===== config.mk =====
export PLATFORM = sky130hd
export DESIGN_NAME = serial_echo_ctrl
export DESIGN_NICKNAME = d
export VERILOG_FILES = /design/src/rtl/serial_echo_ctrl.sv
export SDC_FILE = /design/constraint.sdc
export NUM_CORES = 1
export LEC_CHECK = 0
export CORE_AREA = 8 8 131 194
export DETAILED_ROUTE_END_ITERATION = 16
export DIE_AREA = 0 0 139 202
export HOLD_SLACK_MARGIN = 0.02
export MAX_ROUTING_LAYER = met4
export PLACE_DENSITY = 0.45
export SETUP_SLACK_MARGIN = 0.3
export SYNTH_ARGS = -nofsm -noshare
export SYNTH_HDL_FRONTEND = slang
export SYNTH_SLANG_ARGS = --single-unit

===== constraint.sdc =====
create_clock -name clk -period 4.2 [get_ports clk]
set_clock_uncertainty 0.2 [all_clocks]
set_input_delay 0.42 -clock clk [delete_from_list [all_inputs] [get_ports clk]]
set_output_delay 0.42 -clock clk [all_outputs]
set_load 0.01 [all_outputs]

===== src/rtl/serial_echo_ctrl.sv =====
// Echo-path controller: queues received words in a circular FIFO and feeds the transmitter one word per start/busy handshake.
// Optional CR->CRLF expansion is enabled by defining SERIAL_ECHO_CRLF_EN.
module serial_echo_ctrl #(
  parameter int NUM_BITS   = 8,
  parameter int FIFO_DEPTH = 16
) (
  input  logic                          clk,
  input  logic                          rst_n,
  input  logic [NUM_BITS-1:0]           rx_data,
  input  logic                          rx_valid,
  input  logic                          tx_busy,
  input  logic                          clear_overflow,
  output logic [NUM_BITS-1:0]           tx_data,
  output logic                          tx_start,
  output logic [$clog2(FIFO_DEPTH):0]   fifo_count,
  output logic                          overflow
);

  localparam int AW = $clog2(FIFO_DEPTH);
  localparam int CW = AW + 1;

  typedef enum logic [2:0] {
    S_IDLE      = 3'd0,
    S_START     = 3'd1,
    S_WAIT_ACK  = 3'd2,
    S_WAIT_DONE = 3'd3
`ifdef SERIAL_ECHO_CRLF_EN
    , S_LF      = 3'd4
`endif
  } state_t;

  generate
    if (FIFO_DEPTH < 2 || (FIFO_DEPTH & (FIFO_DEPTH - 1)) != 0) begin : g_depth_chk
      $error("serial_echo_ctrl: FIFO_DEPTH must be a power of two >= 2");
    end
`ifdef SERIAL_ECHO_CRLF_EN
    if (NUM_BITS != 8) begin : g_width_chk
      $error("serial_echo_ctrl: CRLF expansion requires NUM_BITS == 8");
    end
`endif
  endgenerate

  state_t              r_state;
  state_t              w_state_next;
  logic [NUM_BITS-1:0] r_mem [FIFO_DEPTH];
  logic [AW-1:0]       r_wr_ptr;
  logic [AW-1:0]       r_rd_ptr;
  logic [CW-1:0]       r_count;
  logic [NUM_BITS-1:0] r_tx_data;
  logic                r_overflow;

  logic w_full;
  logic w_push;
  logic w_drop;
  logic w_pop;

  // Fullness is judged before any same-cycle pop, so a push into a full FIFO is dropped.
  assign w_full = (r_count == CW'(FIFO_DEPTH));
  assign w_push = rx_valid && !w_full;
  assign w_drop = rx_valid && w_full;
  assign w_pop  = (r_state == S_IDLE) && (r_count != '0);

  always_comb begin
    w_state_next = r_state;
    case (r_state)
      S_IDLE:      if (r_count != '0) w_state_next = S_START;
      S_START:     w_state_next = S_WAIT_ACK;
      S_WAIT_ACK:  if (tx_busy) w_state_next = S_WAIT_DONE;
      S_WAIT_DONE: begin
        if (!tx_busy) begin
`ifdef SERIAL_ECHO_CRLF_EN
          // An inserted LF leaves 8'h0A in tx_data, so it can never re-trigger this.
          if (r_tx_data == NUM_BITS'(8'h0D)) w_state_next = S_LF;
          else                               w_state_next = S_IDLE;
`else
          w_state_next = S_IDLE;
`endif
        end
      end
`ifdef SERIAL_ECHO_CRLF_EN
      S_LF:        w_state_next = S_START;
`endif
      default:     w_state_next = S_IDLE;
    endcase
  end

  // Storage has no reset so it maps onto block RAM; reset empties it via the pointers.
  always_ff @(posedge clk) begin
    if (w_push) r_mem[r_wr_ptr] <= rx_data;
  end

  always_ff @(posedge clk or negedge rst_n) begin
    if (!rst_n) begin
      r_state    <= S_IDLE;
      r_wr_ptr   <= '0;
      r_rd_ptr   <= '0;
      r_count    <= '0;
      r_tx_data  <= '0;
      r_overflow <= 1'b0;
    end else begin
      r_state <= w_state_next;
      if (w_push) r_wr_ptr <= r_wr_ptr + AW'(1);
      if (w_pop)  r_rd_ptr <= r_rd_ptr + AW'(1);
      case ({w_push, w_pop})
        2'b10:   r_count <= r_count + CW'(1);
        2'b01:   r_count <= r_count - CW'(1);
        default: r_count <= r_count;
      endcase
      if (w_pop) begin
        r_tx_data <= r_mem[r_rd_ptr];
      end
`ifdef SERIAL_ECHO_CRLF_EN
      else if (r_state == S_LF) begin
        r_tx_data <= NUM_BITS'(8'h0A);
      end
`endif
      if (w_drop)              r_overflow <= 1'b1;
      else if (clear_overflow) r_overflow <= 1'b0;
    end
  end

  assign tx_start   = (r_state == S_START);
  assign tx_data    = r_tx_data;
  assign fifo_count = r_count;
  assign overflow   = r_overflow;

endmodule


# ---- Yosys cells after proc, flatten, opt, wreduce, memory -nomap -nowiden
# Memory sizes are Yosys's and may differ from the RTL's. A register that Yosys moved wholly into a read port is not among the register bits.
# Index checks and enable logic that the tools add are counted.
dict set report word_totals {
  ram_bits 128
  ff_bits 17
  elab_cells 38
  mem_count 1
  out_inout_bits 15
  in_bits 13
}
# name depth width rd rd_clocked_by_memory_dff wr line
set mem_list {}
lappend mem_list {r_mem 16 8 1 1 1 45} ;# logic [NUM_BITS-1:0] r_mem [FIFO_DEPTH];
dict set report classes {
  n_eq_ne 9
  n_mux 9
  addsub 4
  reduce_logical 10
}
# operator n
set ops {}
lappend ops {{one-hot mux 3 bit (4 select lines)} 1}
lappend ops {{one-hot mux 5 bit (2 select lines)} 1}
lappend ops {{two-way mux 3 bit} 3}
lappend ops {{adder 4 x 1 -> 4 bit, second input constant} 2}
lappend ops {{equality test 3 x 2 -> 1 bit, second input constant} 2}
lappend ops {{adder 5 x 1 -> 5 bit, second input constant} 1}
lappend ops {{equality test 5 bit, second input constant} 1}
lappend ops {{nonzero test 5 bit} 1}
lappend ops {{subtractor 5 x 1 -> 5 bit, second input constant} 1}
lappend ops {{two-way mux 1 bit} 4}
lappend ops {{inequality test 2 bit, second input constant} 2}
lappend ops {{nonzero test 2 bit} 2}
lappend ops {{equality test 3 x 1 -> 1 bit, second input constant} 1}
lappend ops {{logical AND 1 bit} 3}
lappend ops {{zero test 3 bit} 1}
lappend ops {{AND reduction 3 bit} 1}
lappend ops {{equality test 2 x 1 -> 1 bit, second input constant} 1}
lappend ops {{equality test 2 bit, second input constant} 1}
lappend ops {{zero test 1 bit} 2}
lappend ops {{inequality test 2 x 1 -> 1 bit, second input constant} 1}

# ---- Depth between registers and ports, before layout
# Gate-level depths: netlist of the first run.
dict set report depth {
  word_depth 5
  ltp_mapped 12
  ltp_nobuf 11
}

# ---- Worst setup path before layout of the first run
# Ideal clock, no wire load.
dict set report synth_timing {
  path_kind {register to register}
  startpoint {register r_count[2] (netlist: fifo_count[2])}
  endpoint {register r_count[4] (netlist: fifo_count[4])}
  setup_slack_ps 1104
  t_required_ps 3866
  synth_period_minus_slack_ps 3096
  arrival_ps 2762
  path_stages_with_launch 13
  path_buffers 2
  setup_ps 134
  cell_sequence {dfrtp_1 > buf_6 > or4_4 > o21ai_4 > inv_4 > ha_1 > clkbuf_1 > xor2_1 > ha_1 > o211a_1 > o31ai_1 > a31oi_1 > xor2_1}
}
dict set report synth_via {
  elab_cells_between_ends 11
  cone_classes {2 x add/sub; 3 x eq/ne; 1 x mux; 5 x reduce/logical}
}
# item line
set synth_rtl {}
lappend synth_rtl {{from (decl)} 48} ;# logic [CW-1:0] r_count;
lappend synth_rtl {{from (signal assigned)} 105} ;# 2'b10: r_count <= r_count + CW'(1);
lappend synth_rtl {{from (signal assigned)} 106} ;# 2'b01: r_count <= r_count - CW'(1);
lappend synth_rtl {{from (signal assigned)} 107} ;# default: r_count <= r_count;
lappend synth_rtl {{nonzero test 5 bit (*)} 61} ;# assign w_pop = (r_state == S_IDLE) && (r_count != '0);
lappend synth_rtl {{logical AND 1 bit (*)} 61}
lappend synth_rtl {{net w_pop} 55} ;# logic w_pop;
lappend synth_rtl {{equality test 2 x 1 -> 1 bit / equality test 2 bit (equally long branches)} 104} ;# case ({w_push, w_pop})
lappend synth_rtl {{one-hot mux 5 bit (2 select lines) / nonzero test 2 bit (equally long branches)} n/a}
# Mark *: on every way through the listed nets, which the timed path passes. The rest lies on a longest branch.
# A chain may end at the register's enable or synchronous reset.

# ---- Worst setup path in the final report of the first run
# Same ends and word-level chain as after synthesis.

==> results of run 1 <==
==> through the flow <==
step / utilization / hold WS [ns] / instance area [µm²] / worst slack [ns] / cells
floorplan: - / -0.07559 / 6212 / 1.104 / 333
global placement: 0.2998 / 0.2717 / 6785 / 1.022 / 631
detailed placement: 0.2998 / 0.2694 / 6785 / 0.9891 / 631
CTS: 0.3247 / 0.2838 / 7348 / 0.9806 / 663
global route: 0.3247 / 0.3128 / 7348 / 0.8285 / 663
finish: 0.3247 / 0.2771 / 7348 / 0.9973 / 663
==> routing by layer <==
metal	vias up	part of all wire	global-route usage	wire length [µm]
met5	-	0	-	0
met4	0	0.020	0.04604	265
met3	22	0.037	0.02740	494
met2	73	0.55	0.1838	7243
met1	1587	0.39	0.1009	5220
li1	1383	-	-	-
==> layout by cell type, fill, tap and decap left out, types with 5 or more instances in the layout <==
master           instances
ha_1                    13
buf_4                   11
a211oi_1                 8
a21o_1                   8
o21ai_0                  6
mux4_2                  32
clkbuf_16               17
dfrtp_1                 23
clkdlybuf4s50_1         27
xnor2_1                  7
mux2i_1                  8
o22ai_1                  8
nor2_1                  16
nand2_1                 11
clkinvlp_4               5
edfxtp_1               128
inv_1                    7
==> worst min path at each step <==
stage / cells after the start / startpoint / end
after global placement: 1 / tx_data[0] / tx_data[0]
after floorplan: 0 / rst_n / fifo_count[0]
final: 1 / tx_data[0] / tx_data[0]
after global routing: 1 / tx_data[4] / tx_data[4]
after CTS: 1 / tx_data[6] / tx_data[6]
after detailed placement: 1 / tx_data[6] / tx_data[6]
==> worst max-delay path, stage by stage (launching register included) <==
cell	delay, ns
dfrtp_1	0.47
or4_4	0.58
o21ai_4	0.13
buf_4	0.25
inv_4	0.07
ha_1	0.29
xor2_1	0.20
ha_1	0.22
o211a_1	0.23
o31ai_1	0.19
a31oi_1	0.08
xor2_1	0.16
==> power by group through the flow <==
stage | combinational (W) | clock [W] | sequential (W)
CTS | 0.00150 | 0.00149 | 0.00217
global route | 0.00161 | 0.00155 | 0.00220
finish | 0.00146 | 0.00145 | 0.00215
floorplan | 0.00117 | 0 | 0.00203
global placement | 0.00149 | 0 | 0.00218
detailed placement | 0.00150 | 0 | 0.00219
==> flip-flops by register name (all words and copies together) (netlist names) <==
name        cells
r_rd_ptr        4
overflow        1
r_state         2
tx_data         8
r_mem         128
fifo_count      5
r_wr_ptr        4
==> layout make-up <==
type	count	area [µm²]
Inverter	8	32.53
Clock inverter	14	133.9
Fill cell	2167	15280
Clock buffer	18	429.2
Tap cell	280	350.3
Multi-Input combinational cell	153	1604
Timing Repair Buffer	38	352.8
Sequential cell	152	4446
==> logic make-up (layout without fill, tap and decap cells) <==
kind of cell               count (synthesis)  count (layout)  synth area share
DFF                                      152             152            0.7154
and+or+nand+nor                           46              46           0.03686
muxes                                     42              42            0.1325
AOI/OAI and AO/OA                         41              41           0.04713
buffers and inverters                     28              78           0.02638
adders and majority gates                 13              13           0.02618
xor gates and xnor gates                  11              11           0.01551
==> flow_summary.ini, run 1 <==
[run_status]
outcome = finished clean

[worst_setup_path]
r2r-end = fifo_count[4]
cp-end-kind = flop
ff2ff_path_depth = 11
ff2ff_setup_slack_ns = 1.0
crit_path_end = fifo_count[4]
crit_type = flop to flop
startpoint_type = flop
reg2reg_from = fifo_count[2]
crit_required_ns = 4.30
crit_arrival_ns = 3.30
cp_max_fo = 19
crit_start = fifo_count[2]

[power_and_ir_drop]
leakage_nw = 2.494
power_frac_seq = 0.425
p_int_w = 0.003499
p_comb_frac = 0.288
power.density_nw_per_um2 = 689.5
power_w = 0.005067
p_clk_frac = 0.287
p_sw_frac = 0.3094
vdd_drop_max_mv = 0.3105
p_switching_w = 0.001567

[sta]
final_max_slew_viol_count = 0
hold_viol = 0
worst_pin_slew_ns = 1.160
final.min_clock_period_ns = 3.203
max-slew-margin-rel = 0.2241
setup-tns-final_ns = 0
fmax_mhz = 312.2
grt_setup_unrepaired = no
setup_violations = 0
finalCritPeriodShare = 0.7625

[clocking]
hold_buffers = 0
cts-htree-levels = 4
clk_latency_ns = 0.42
cts_resized = 0
cts_tree = built
clkTransAtPathRegs_ns = 0.06
root_buffer = clkbuf_16
clock_path_buffers = 2
postCtsSetupRepairBufs = 0
cts.sinks = 152
cts_buffers = 17

[synth]
synth_top_cell_by_area = edfxtp_1
ys_seq_area_frac = 0.7154
ys_ff_latch = 152
synth_cells = 333
synth_area_um2 = 6212
synth_edf_count = 128
synthTopCellsByCount = 128 x edfxtp_1, 32 x mux4_2, 24 x dfrtp_1
yosysMostFrequentCell = edfxtp_1
synth_area_leaders = edfxtp_1 62%, mux4_2 12%, dfrtp_1 9.7%
synthArstFlopShare = 0.1579
avgSynthCellArea_um2 = 18.66
synthesis.nets = 359
yosysUniqueCellTypes = 44
synth_ff_type = edfxtp_1
yosys.area.top_type_share = 0.6187
yosys_warnings = 0

[die]
core-area_um2 = 22630
io_pins = 28
die_x_um = 139
die_height_um = 202
start_util = 0.2745
dieArea_um2 = 28080
rows = 68

[global_routing]
overflow = 0
grt_usage = 0.1019
grt_max_degree = 28
grt_pass1_vias = 3309
grt_pass1_wl_um = 20360
antenna_found_initial = 0

[cells_and_area]
nets = 396
n_antenna_cell = 0
syn2layout_area_growth_pct = 18.29
drive_gt1_frac = 0.2115

[job]
maxCapViolations = 0

[route]
routed_wl_um = 13220
num_vias = 3065
drt_iter0_markers = 172
drc = 0
routedWlPerCell_um = 19.94
vias_per_cell = 4.623
antenna_left = 0
dr.pass1.iters = 5

[placed_design]
gp_congestion = 0.7255
dp_hpwl_um = 8975
io_buffers = 27

[worst_hold_path]
hold_class = flop to flop
Power figures use the tool's default switching activity.
==> run 2, diff against run 1 <==
==> constraint.sdc (replaced) <==
create_clock -name clk -period 3.31 [get_ports clk]
set_clock_uncertainty 0.2 [all_clocks]
set_input_delay 0.331 -clock clk [delete_from_list [all_inputs] [get_ports clk]]
set_output_delay 0.331 -clock clk [all_outputs]
set_load 0.01 [all_outputs]
==> flow_summary.ini, run 2 (same netlist as run 1, synthesis figures left out) <==
[run_status]
outcome = finished clean

[cells_and_area]
syn2layout_area_growth_pct = 21.03
n_antenna_cell = 0
stdcell_count = 679
final_cell_mix = 128 x edfxtp_1, 32 x mux4_2, 27 x clkdlybuf4s50_1
fillers = 2173
final_core_util = 0.3322
multiInputGateArea_um2 = 1625
nets = 412
largest_reg_flops = 128
ff_latch_area_um2 = 4446
top_register = r_mem
drive_gt1_frac = 0.2506
layout_commonest_cell = edfxtp_1

[die]
start_util = 0.2745
core-area_um2 = 22630
die_x_um = 139
die_height_um = 202
dieArea_um2 = 28080
rows = 68
io_pins = 28

[worst_setup_path]
r2r-end = fifo_count[4]
ff2ff_setup_slack_ns = 0.45
crit_arrival_ns = 2.96
ff2ff_path_depth = 10
cp-end-kind = flop
reg2reg_from = fifo_count[1]
crit_required_ns = 3.41
cp_max_fo = 10
crit_type = flop to flop
startpoint_type = flop

[placed_design]
dp_hpwl_um = 9299
io_buffers = 27
gp_congestion = 0.7468
dp.cells = 647
preCtsSetupSlack_ns = 0.4310

[global_routing]
grt_max_degree = 25
overflow = 0
grt_pass1_vias = 3432
grt_pass1_wl_um = 20930
antenna_found_initial = 0
grt_usage = 0.1048

[sta]
worst_pin_slew_ns = 0.6992
fin_hold_ws_ns = 0.07415
final.min_clock_period_ns = 2.860
fmax_mhz = 349.6
worst_slack_ns = 0.4498
grt_setup_unrepaired = no
final_max_slew_viol_count = 0
hold_viol = 0
finalCritPeriodShare = 0.8641
setup_violations = 0
setup-tns-final_ns = 0
max-slew-margin-rel = 0.5339

[power_and_ir_drop]
vdd_drop_max_mv = 0.3355
leakage_nw = 2.586
power.density_nw_per_um2 = 878.8

[route]
dr.pass1.iters = 4
antenna_left = 0
vias_per_cell = 4.639
num_vias = 3150
routed_wl_um = 13730
routedWlPerCell_um = 20.22
drt_iter0_markers = 266
drc = 0

[clocking]
clk_latency_ns = 0.42
cts_buffers = 17
cts.sinks = 152
clock_path_buffers = 2
postCtsSetupRepairBufs = 0
cts-htree-levels = 4
root_buffer = clkbuf_16
hold_buffers = 0
clkTransAtPathRegs_ns = 0.06
cts_tree = built

[worst_hold_path]
hold_class = primary input to async pin

[job]
maxCapViolations = 0
run 2: how the worst max path moves through the flow:
stage / startpoint / to / slack, ns / cells past startpoint
after global routing: fifo_count[1] / fifo_count[4] / 0.33 / 10
final: fifo_count[1] / fifo_count[4] / 0.45 / 10
after global placement: rx_valid / fifo_count[4] / 0.45 / 10
after floorplan: fifo_count[1] / fifo_count[4] / 0.29 / 12
after CTS: fifo_count[1] / fifo_count[4] / 0.45 / 10
after detailed placement: rx_valid / fifo_count[4] / 0.43 / 10
run 2: stage by stage:
step	total power [W]	instance area [µm²]
global route	0.006963	7518
global placement	0.004771	6933
CTS	0.006705	7512
finish	0.006607	7518
floorplan	0.004085	6243
detailed placement	0.004809	6933
run 2: area by class of cell:
| class | instances | share of cell area |
|---|---|---|
| Sequential cell | 152 | 0.5913 |
| Multi-Input combinational cell | 153 | 0.2162 |
| Timing Repair Buffer | 54 | 0.06457 |
| Clock buffer | 17 | 0.05658 |
| Tap cell | 280 | 0.04660 |
| Clock inverter | 15 | 0.02047 |
| Inverter | 8 | 0.004327 |
run 2: repair_timing:
item,4_1_cts,5_1_grt
setup endpoints to repair,0,1
hold endpoints to repair,0,0
gates resized for setup,0,1
run 2: power by group:
group | leakage, nW | internal (W) | switching, W | total, W
combinational | 0.873 | 0.00103 | 0.000952 | 0.00198
sequential | 1.44 | 0.00239 | 0.000342 | 0.00273
clock | 0.269 | 0.00111 | 0.000780 | 0.00189
total | 2.59 | 0.00453 | 0.00207 | 0.00661
run 2: worst max-delay path, cell delays in order, from the launching register on:
cell	delay [ns]
dfrtp_1	0.48
or4_4	0.59
o21ai_4	0.20
inv_4	0.07
ha_4	0.19
xor2_1	0.15
ha_2	0.20
o211a_1	0.20
o31ai_1	0.23
a31oi_1	0.08
xor2_1	0.15
run 2: routing by layer:
layer  track usage  wire length, µm
met1        0.1085             5499
met2        0.1828             7261
met4       0.05667              486
met5             -                0
met3       0.02362              478
